### src/rtl/ahb_slave_share_arbiter_if.sv
// Signal bundle joining two request/acknowledge requesters and one AHB-Lite slave port
// to the share arbiter. "master" is the arbiter's view, "slave" is the environment's view.
interface ahb_slave_share_arbiter_if #(
    parameter int AWIDTH = 10
);
    logic              REQ0;
    logic              REQ1;
    logic              WR0;
    logic              WR1;
    logic [AWIDTH-1:0] ADDR0;
    logic [AWIDTH-1:0] ADDR1;
    logic [31:0]       WDATA0;
    logic [31:0]       WDATA1;
    logic [2:0]        SIZE0;
    logic [2:0]        SIZE1;
    logic              ACK0;
    logic              ACK1;
    logic [31:0]       RDATA;
    logic              ERR;
    logic              TOUT;

    logic              HSEL;
    logic              HWRITE;
    logic [AWIDTH-1:0] HADDR;
    logic [31:0]       HWDATA;
    logic [1:0]        HTRANS;
    logic [2:0]        HSIZE;
    logic [2:0]        HBURST;
    logic              HMASTLOCK;
    logic [3:0]        HPROT;
    logic [31:0]       HRDATA;
    logic              HREADYOUT;
    logic              HRESP;

    modport master (
        input  REQ0, REQ1, WR0, WR1, ADDR0, ADDR1, WDATA0, WDATA1, SIZE0, SIZE1,
        output ACK0, ACK1, RDATA, ERR, TOUT,
        output HSEL, HWRITE, HADDR, HWDATA, HTRANS, HSIZE, HBURST, HMASTLOCK, HPROT,
        input  HRDATA, HREADYOUT, HRESP
    );

    modport slave (
        output REQ0, REQ1, WR0, WR1, ADDR0, ADDR1, WDATA0, WDATA1, SIZE0, SIZE1,
        input  ACK0, ACK1, RDATA, ERR, TOUT,
        input  HSEL, HWRITE, HADDR, HWDATA, HTRANS, HSIZE, HBURST, HMASTLOCK, HPROT,
        output HRDATA, HREADYOUT, HRESP
    );
endinterface

### src/rtl/ahb_slave_share_arbiter.sv
// Round-robin sharing of one AHB-Lite slave port between two requesters; one single
// NONSEQ transfer per grant with a data-phase timeout guarding against a hung slave.
module ahb_slave_share_arbiter #(
    parameter int AWIDTH  = 10,
    parameter int TIMEOUT = 16
) (
    input  logic                     i_hclk,
    input  logic                     i_hreset,
    ahb_slave_share_arbiter_if.master bus
);
    // state | meaning
    // IDLE  | sample REQ0/REQ1, latch the round-robin winner's request
    // ADDR  | one NONSEQ address-phase cycle on the slave port
    // DATA  | data phase: wait for HREADYOUT or the wait-state limit
    // DONE  | one-cycle ACK to the winner, RDATA/ERR/TOUT valid
    typedef enum logic [1:0] {IDLE, ADDR, DATA, DONE} state_t;

    localparam int         CW            = $clog2(TIMEOUT + 2);
    localparam logic [1:0] HTRANS_IDLE   = 2'b00;
    localparam logic [1:0] HTRANS_NONSEQ = 2'b10;

    state_t        r_state;
    logic          r_last_gnt;
    logic          r_win;
    logic          r_wr;
    logic [31:0]   r_wdata;
    logic [CW-1:0] r_wait_left;

    logic w_any_req;
    logic w_pick1;
    logic w_timeout;

    assign w_any_req = bus.REQ0 | bus.REQ1;
    // On a tie the requester not granted last wins; a lone request always wins.
    assign w_pick1   = bus.REQ1 & (~bus.REQ0 | ~r_last_gnt);
    // Down-counter hits zero after TIMEOUT wait states; one more wait edge aborts.
    assign w_timeout = (TIMEOUT != 0) && (r_wait_left == '0);

    assign bus.HBURST    = 3'b000;
    assign bus.HMASTLOCK = 1'b0;
    assign bus.HPROT     = 4'b0011;

    always_ff @(posedge i_hclk) begin
        if (i_hreset) begin
            r_state     <= IDLE;
            r_last_gnt  <= 1'b1;
            r_win       <= 1'b0;
            r_wr        <= 1'b0;
            r_wdata     <= '0;
            r_wait_left <= '0;
            bus.ACK0    <= 1'b0;
            bus.ACK1    <= 1'b0;
            bus.RDATA   <= '0;
            bus.ERR     <= 1'b0;
            bus.TOUT    <= 1'b0;
            bus.HSEL    <= 1'b0;
            bus.HWRITE  <= 1'b0;
            bus.HADDR   <= '0;
            bus.HWDATA  <= '0;
            bus.HTRANS  <= HTRANS_IDLE;
            bus.HSIZE   <= 3'b010;
        end else begin
            case (r_state)
                IDLE: begin
                    if (w_any_req) begin
                        r_win      <= w_pick1;
                        r_wr       <= w_pick1 ? bus.WR1    : bus.WR0;
                        r_wdata    <= w_pick1 ? bus.WDATA1 : bus.WDATA0;
                        bus.HWRITE <= w_pick1 ? bus.WR1    : bus.WR0;
                        bus.HADDR  <= w_pick1 ? bus.ADDR1  : bus.ADDR0;
                        bus.HSIZE  <= w_pick1 ? bus.SIZE1  : bus.SIZE0;
                        bus.HSEL   <= 1'b1;
                        bus.HTRANS <= HTRANS_NONSEQ;
                        r_state    <= ADDR;
                    end
                end

                ADDR: begin
                    bus.HSEL    <= 1'b0;
                    bus.HTRANS  <= HTRANS_IDLE;
                    if (r_wr) begin
                        bus.HWDATA <= r_wdata;
                    end
                    r_wait_left <= CW'(TIMEOUT);
                    r_state     <= DATA;
                end

                DATA: begin
                    if (bus.HREADYOUT) begin
                        if (!r_wr) begin
                            bus.RDATA <= bus.HRDATA;
                        end
                        bus.ERR  <= bus.HRESP;
                        bus.TOUT <= 1'b0;
                        bus.ACK0 <= ~r_win;
                        bus.ACK1 <= r_win;
                        r_state  <= DONE;
                    end else if (w_timeout) begin
                        bus.ERR  <= 1'b1;
                        bus.TOUT <= 1'b1;
                        bus.ACK0 <= ~r_win;
                        bus.ACK1 <= r_win;
                        r_state  <= DONE;
                    end else if (r_wait_left != '0) begin
                        r_wait_left <= r_wait_left - CW'(1);
                    end
                end

                DONE: begin
                    bus.ACK0   <= 1'b0;
                    bus.ACK1   <= 1'b0;
                    bus.ERR    <= 1'b0;
                    bus.TOUT   <= 1'b0;
                    r_last_gnt <= r_win;
                    r_state    <= IDLE;
                end

                default: begin
                    r_state <= IDLE;
                end
            endcase
        end
    end
endmodule

### src/flat_wrapper.sv
// flat-port wrapper written by rule: the top's interface ports become plain ports
module ahb_slave_share_arbiter_flat 
#(
    parameter int AWIDTH  = 10,
    parameter int TIMEOUT = 16
)
  (i_hclk, i_hreset, bus_REQ0, bus_REQ1, bus_WR0, bus_WR1, bus_ADDR0, bus_ADDR1, bus_WDATA0, bus_WDATA1, bus_SIZE0, bus_SIZE1, bus_ACK0, bus_ACK1, bus_RDATA, bus_ERR, bus_TOUT, bus_HSEL, bus_HWRITE, bus_HADDR, bus_HWDATA, bus_HTRANS, bus_HSIZE, bus_HBURST, bus_HMASTLOCK, bus_HPROT, bus_HRDATA, bus_HREADYOUT, bus_HRESP);
  ahb_slave_share_arbiter_if #(.AWIDTH(AWIDTH)) bus_i ();
  input  logic i_hclk;
  input  logic i_hreset;
  input wire logic [$bits(bus_i.REQ0)-1:0] bus_REQ0;
  input wire logic [$bits(bus_i.REQ1)-1:0] bus_REQ1;
  input wire logic [$bits(bus_i.WR0)-1:0] bus_WR0;
  input wire logic [$bits(bus_i.WR1)-1:0] bus_WR1;
  input wire logic [$bits(bus_i.ADDR0)-1:0] bus_ADDR0;
  input wire logic [$bits(bus_i.ADDR1)-1:0] bus_ADDR1;
  input wire logic [$bits(bus_i.WDATA0)-1:0] bus_WDATA0;
  input wire logic [$bits(bus_i.WDATA1)-1:0] bus_WDATA1;
  input wire logic [$bits(bus_i.SIZE0)-1:0] bus_SIZE0;
  input wire logic [$bits(bus_i.SIZE1)-1:0] bus_SIZE1;
  output wire logic [$bits(bus_i.ACK0)-1:0] bus_ACK0;
  output wire logic [$bits(bus_i.ACK1)-1:0] bus_ACK1;
  output wire logic [$bits(bus_i.RDATA)-1:0] bus_RDATA;
  output wire logic [$bits(bus_i.ERR)-1:0] bus_ERR;
  output wire logic [$bits(bus_i.TOUT)-1:0] bus_TOUT;
  output wire logic [$bits(bus_i.HSEL)-1:0] bus_HSEL;
  output wire logic [$bits(bus_i.HWRITE)-1:0] bus_HWRITE;
  output wire logic [$bits(bus_i.HADDR)-1:0] bus_HADDR;
  output wire logic [$bits(bus_i.HWDATA)-1:0] bus_HWDATA;
  output wire logic [$bits(bus_i.HTRANS)-1:0] bus_HTRANS;
  output wire logic [$bits(bus_i.HSIZE)-1:0] bus_HSIZE;
  output wire logic [$bits(bus_i.HBURST)-1:0] bus_HBURST;
  output wire logic [$bits(bus_i.HMASTLOCK)-1:0] bus_HMASTLOCK;
  output wire logic [$bits(bus_i.HPROT)-1:0] bus_HPROT;
  input wire logic [$bits(bus_i.HRDATA)-1:0] bus_HRDATA;
  input wire logic [$bits(bus_i.HREADYOUT)-1:0] bus_HREADYOUT;
  input wire logic [$bits(bus_i.HRESP)-1:0] bus_HRESP;
  assign bus_i.REQ0 = bus_REQ0;
  assign bus_i.REQ1 = bus_REQ1;
  assign bus_i.WR0 = bus_WR0;
  assign bus_i.WR1 = bus_WR1;
  assign bus_i.ADDR0 = bus_ADDR0;
  assign bus_i.ADDR1 = bus_ADDR1;
  assign bus_i.WDATA0 = bus_WDATA0;
  assign bus_i.WDATA1 = bus_WDATA1;
  assign bus_i.SIZE0 = bus_SIZE0;
  assign bus_i.SIZE1 = bus_SIZE1;
  assign bus_ACK0 = bus_i.ACK0;
  assign bus_ACK1 = bus_i.ACK1;
  assign bus_RDATA = bus_i.RDATA;
  assign bus_ERR = bus_i.ERR;
  assign bus_TOUT = bus_i.TOUT;
  assign bus_HSEL = bus_i.HSEL;
  assign bus_HWRITE = bus_i.HWRITE;
  assign bus_HADDR = bus_i.HADDR;
  assign bus_HWDATA = bus_i.HWDATA;
  assign bus_HTRANS = bus_i.HTRANS;
  assign bus_HSIZE = bus_i.HSIZE;
  assign bus_HBURST = bus_i.HBURST;
  assign bus_HMASTLOCK = bus_i.HMASTLOCK;
  assign bus_HPROT = bus_i.HPROT;
  assign bus_i.HRDATA = bus_HRDATA;
  assign bus_i.HREADYOUT = bus_HREADYOUT;
  assign bus_i.HRESP = bus_HRESP;
  ahb_slave_share_arbiter #(.AWIDTH(AWIDTH), .TIMEOUT(TIMEOUT)) u_core (.i_hclk(i_hclk), .i_hreset(i_hreset), .bus(bus_i));
endmodule
### config.mk
export PLATFORM = sky130hd
export DESIGN_NAME = ahb_slave_share_arbiter_flat
export DESIGN_NICKNAME = d
export VERILOG_FILES = /design/src/rtl/ahb_slave_share_arbiter_if.sv /design/src/rtl/ahb_slave_share_arbiter.sv /design/src/flat_wrapper.sv
export SDC_FILE = /design/constraint.sdc
export NUM_CORES = 1
export LEC_CHECK = 0
export ABC_AREA = 1
export BUFFER_PORTS_ARGS = -buffer_cell sky130_fd_sc_hd__buf_2
export CAP_MARGIN = 20
export CORE_ASPECT_RATIO = 2
export CORE_MARGIN = 2
export CORE_UTILIZATION = 40
export CTS_CLUSTER_SIZE = 16
export DETAILED_ROUTE_END_ITERATION = 10
export HOLD_SLACK_MARGIN = 0.03
export PLACE_DENSITY = 0.79
export RECOVER_POWER = 50
export SLEW_MARGIN = 10
export SYNTH_ARGS = -nofsm -noshare
export SYNTH_HDL_FRONTEND = slang
export SYNTH_SLANG_ARGS = --single-unit
### constraint.sdc
create_clock -name i_hclk -period 3.95 [get_ports i_hclk]
set_input_delay 0.1975 -clock i_hclk [delete_from_list [all_inputs] [get_ports i_hclk]]
set_output_delay 0.1975 -clock i_hclk [all_outputs]
set_load 0.02 [all_outputs]
# --- After elaboration in Yosys (flattened, before gate mapping) ---
# Cells that the tools add are included.
classes:
  bitwise: 7
  add_sub_neg: 1
  reduce_logical: 13
  n_eq_ne: 8
  n_mux: 27
op_table:
  columns: ["op", "count"]
  rows:
  - ["$mux W32", 1]
  - ["$mux W5", 3]
  - ["$mux W10", 1]
  - ["$pmux W1 S2", 5]
  - ["$pmux W5 S2", 1]
  - ["$reduce_and A2 Y1", 5]
  - ["$mux W1", 9]
  - ["$mux W2", 4]
  - ["$pmux W2 S4", 1]
  - ["$reduce_bool A2 Y1", 3]
  - ["$logic_not A5 Y1", 1]
  - ["$reduce_bool A5 Y1", 1]
  - ["$sub A5 B1 Y5 const B", 1]
  - ["$eq A2 B2 Y1 const B", 2]
  - ["$ne A2 B1 Y1 const B", 2]
  - ["$ne A2 B2 Y1 const B", 2]
  - ["$not A1 Y1", 4]
  - ["$pmux W2 S2", 1]
  - ["$reduce_and A4 Y1", 1]
  - ["$mux W3", 1]
  - ["$ne A3 B2 Y1 const B", 1]
  - ["$reduce_and A3 Y1", 1]
  - ["$eq A2 B1 Y1 const B", 1]
  - ["$logic_not A2 Y1", 1]
  - ["2 further kinds", 3]
totals:
  ff_bits: 126
  output_inout_bits: 93
  in_bits: 130
  elab_cells: 72

# --- Logic depth before layout (Yosys ltp) ---
depth:
  ltp_word: 5
  mapped_depth: 10
  ltp_nobuf: 9

# --- Least setup slack after synthesis ---
# Ideal clock, no wire load.
synth_path:
  kind: "register -> register"
  startpoint: "reg u_core.r_state[0]"
  endpoint: "reg u_core.r_wdata[0]"
  path_stages_with_launch: 9
  synth_period_minus_slack_ps: 1329
  setup_slack_ps: 2621
  arrival_time_ps: 1213
  required_ps: 3834
  n_path_buf: 2
  setup_time_ps: 116
  path_cell_list: "dfxtp_1 -> inv_1 -> ha_1 -> o21ai_2 -> inv_2 -> buf_6 -> buf_6 -> o21ai_1 -> nor2_2"
synth_via:
  elab_chain_len: 2
synth_lines:
  columns: ["element", "line_no", "source"]
  rows:
  - ["from (decl)", "ahb_slave_share_arbiter.sv:22", "state_t r_state;"]
  - ["from (signal assigned)", "ahb_slave_share_arbiter.sv:45", "r_state <= IDLE;"]
  - ["from (signal assigned)", "ahb_slave_share_arbiter.sv:74", "r_state <= ADDR;"]
  - ["from (signal assigned)", "ahb_slave_share_arbiter.sv:85", "r_state <= DATA;"]
  - ["$logic_not A2 Y1", "ahb_slave_share_arbiter.sv:63", "case (r_state)"]
  - ["$reduce_and A2 Y1 (no line)", null, null]
  - ["to (signal assigned)", "ahb_slave_share_arbiter.sv:68", "r_wdata <= w_pick1 ? bus.WDATA1 : bus.WDATA0;"]
  - ["to (decl)", "ahb_slave_share_arbiter.sv:26", "logic [31:0] r_wdata;"]
# Every way passes these cells.
# A chain may end at the register's enable or synchronous reset.

# --- Worst setup path after layout ---
layout_path:
  startpoint: "reg u_core.r_state[0]"
  endpoint: "reg u_core.r_wdata[23]"
# Same word-level chain as after synthesis.

==> impl_metrics.json <==
{
  "yosysTopAreaCellShare": 0.457,
  "finalHoldViolations": 0,
  "path_class": "flip-flop to flip-flop",
  "yosysUniqueCellTypes": 28,
  "ant_nets": 0,
  "core_mm2": 0.0134,
  "syn_avg_cell_area_um2": 7.70,
  "antenna_found_initial": 2,
  "synth-edff-count": 0,
  "final.min_clock_period_ns": 2.59,
  "finalClockSkew_ns": 0.0102,
  "drv_cap": 0,
  "power_density_mw_per_mm2": 690,
  "grt_setup_unrepaired": "no",
  "grt.total_usage": 0.203,
  "endpoint_kind": "flip-flop",
  "syn2layout_area_growth_pct": 37.7,
  "drt-initial-drc-count": 235,
  "seq_area_frac_synth": 0.457,
  "via_per_inst": 4.82,
  "htreeDepth": 4,
  "fillers": 1251,
  "root_buffer": "clkbuf_16",
  "cp_max_fo": 39,
  "routed_wl_um": 15300,
  "tightest_slew_ns": 1.23,
  "fin_crit_sh": 0.655,
  "drive_gt1_frac": 0.239,
  "yosys.cell_count.top_type": "nor2_1",
  "min_from": "bus_WDATA1[19]",
  "r2r_setup_slack_ns": 1.36,
  "synth_area_leader_cell": "dfxtp_1",
  "drt_pass1_iterations": 4,
  "clockBufferDepth": 2,
  "postSynthCellCount": 705,
  "relSlewSlack": 0.176,
  "cts_tree": "done",
  "fin_hold_ws_ns": 0.0404,
  "synth_area_mm2": 0.00543,
  "grt_start_max_net_pins": 61,
  "drc": 0,
  "max-vdd-ir-drop_v": 0.000413,
  "gp_congestion": 0.882,
  "grt_overflow": 0,
  "cp-startpoint": "u_core.r_state[0]",
  "rr_startpoint": "u_core.r_state[0]",
  "die_w_um": 86.4,
  "final_max_slew_viol_count": 0,
  "ys.warnings.count": 0,
  "die_h_um": 169,
  "outcome": "complete, no violations",
  "yosys-top-cells-area": "dfxtp_1, nor2_1, nand2_1",
  "synth_top_cells_by_count": "nor2_1, dfxtp_1, nand2_1, o21ai_0, o21ai_1",
  "grt_pass1_wl_um": 23500,
  "cts_buffers": 17,
  "ys_seq_elements": 124,
  "routedWlPerCell_um": 13.5,
  "finalSetupViolCount": 0,
  "initial_core_util": 0.406,
  "dieArea_mm2": 0.0146,
  "port_buffers": 213,
  "clock_latency_ns": 0.41,
  "via_count": 5461,
  "place_hpwl_um": 9800,
  "p_leak_nw": 3.33,
  "grt_pass1_vias": 5109,
  "nNetsFinal": 1097,
  "holdPathStages": 3,
  "clock-sinks": 124,
  "r2r_cells": 8,
  "synthFlopType": "dfxtp_1",
  "clkSlewWorstSetupHoldPaths_ns": 0.06,
  "fmax_ghz": 0.387,
  "arrival_ns": 2.89,
  "cp.required_ns": 4.25,
  "synthArstFlopShare": 0,
  "post_cts_buffers": 0,
  "fp-row-count": 60,
  "setup_tns_ns": 0,
  "min_path_type": "input pin to flip-flop",
  "start_kind": "flip-flop",
  "ioPinCount": 223
}
-- kinds of logic (layout without fill, tap and decap cells) --
| logic type | count (synthesis) | count (layout) | share of synthesized area |
|---|---|---|---|
| other | 2 | 11 | 0.00138 |
| AOI/OAI and AO/OA | 173 | 173 | 0.181 |
| adders and majority gates | 5 | 5 | 0.0115 |
| buffers and inverters | 74 | 337 | 0.0979 |
| DFF | 124 | 124 | 0.457 |
| and+or+nand+nor | 327 | 327 | 0.251 |
-- routing by layer --
layer / GRT usage / up-vias / routed length (µm)
met5: 0 / - / 0
met4: 0.130 / 0 / 816
met3: 0.0449 / 57 / 707
met2: 0.347 / 199 / 7800
met1: 0.220 / 2437 / 5930
li1: - / 2768 / -
-- stage by stage --
step | power (mW) | setup slack, ns | utilization | instances | cell area, µm²
6_report | 5.16 | 1.36 | 0.559 | 1132 | 7480
5_1_grt | 5.49 | 1.16 | 0.559 | 1132 | 7480
4_1_cts | 5.24 | 1.82 | 0.569 | 1130 | 7600
3_5_place_dp | 3.56 | 1.82 | 0.472 | 1030 | 6300
3_3_place_gp | 3.52 | 1.86 | 0.472 | 1030 | 6300
2_1_floorplan | 3.21 | 2.62 | - | 712 | 5460
-- worst max-delay path, cell delays in order, from the launching register on --
cell and delay [ns]:
dfxtp_1 0.33, inv_1 0.10, ha_1 0.21, o21ai_0 0.15, inv_1 0.91, buf_4 0.42, nand2_1 0.10, a21oi_1 0.17
nor2_1 0.06
-- final timing paths --
kind / endpoint
max: u_core.r_wdata[23]
min: u_core.r_wdata[19]
max reg2reg: u_core.r_wdata[23]
min reg2reg: u_core.r_wait_left[0]
-- registers in the layout, summed over array words and instances, names as in the netlist --
register / cells
u_core.r_wr: 1
u_core.bus.RDATA: 32
u_core.bus.HTRANS: 1
u_core.bus.ACK1: 1
u_core.r_state: 2
u_core.bus.HADDR: 10
u_core.r_last_gnt: 1
u_core.r_wdata: 32
u_core.bus.HWDATA: 32
u_core.bus.HSIZE: 3
u_core.bus.ERR: 1
u_core.r_wait_left: 5
u_core.bus.ACK0: 1
u_core.bus.TOUT: 1
u_core.r_win: 1
-- power by group --
part | internal, mW | total [mW] | switching [mW] | leakage [nW]
Combinational | 0.585 | 1.75 | 1.16 | 2.02
Clock | 1.02 | 1.62 | 0.595 | 0.300
Sequential | 1.60 | 1.80 | 0.195 | 1.02
Total | 3.21 | 5.16 | 1.95 | 3.33
-- final cells by class --
type	instances	area, µm²	area share
antenna	2	5.00	0.000669
clock buffer	18	439	0.0587
clock inverter	14	183	0.0244
inverter	17	63.8	0.00854
multi-input combinational	514	2410	0.323
sequential	124	2480	0.332
tap	155	194	0.0259
timing repair buffer	288	1690	0.227
-- cells in the final DEF (no fill, tap or decap) --
| cell type | instances |
|---|---|
| dfxtp_1 | 124 |
| o21ai_1 | 44 |
| inv_1 | 13 |
| nor2_1 | 165 |
| nand2_2 | 12 |
| inv_6 | 4 |
| nand3_1 | 9 |
| buf_4 | 7 |
| nand2_1 | 115 |
| o211ai_1 | 1 |
| conb_1 | 9 |
| ha_1 | 5 |
| clkbuf_8 | 1 |
| a21oi_2 | 26 |
| o21a_1 | 1 |
| clkinv_4 | 3 |
| buf_2 | 129 |
| inv_8 | 1 |
| clkinv_2 | 1 |
| nand3b_1 | 2 |
| dlygate4sd3_1 | 68 |
| nor2_2 | 20 |
| clkinvlp_4 | 2 |
| a21oi_1 | 30 |
| nand3_2 | 1 |
| diode_2 | 2 |
| clkbuf_16 | 17 |
| nor2_4 | 2 |
| nand4_1 | 1 |
| inv_2 | 4 |
| clkbuf_1 | 84 |
| bufinv_16 | 3 |
| o21ai_0 | 71 |
-- repair_timing --
action | 4_1_cts | 5_1_grt
hold endpoints to repair | 68 | 0
hold buffers | 68 | 0
resized for setup | 0 | 0
endpoints found under the setup margin | 0 | 0
(Power assumes the default switching activity.)
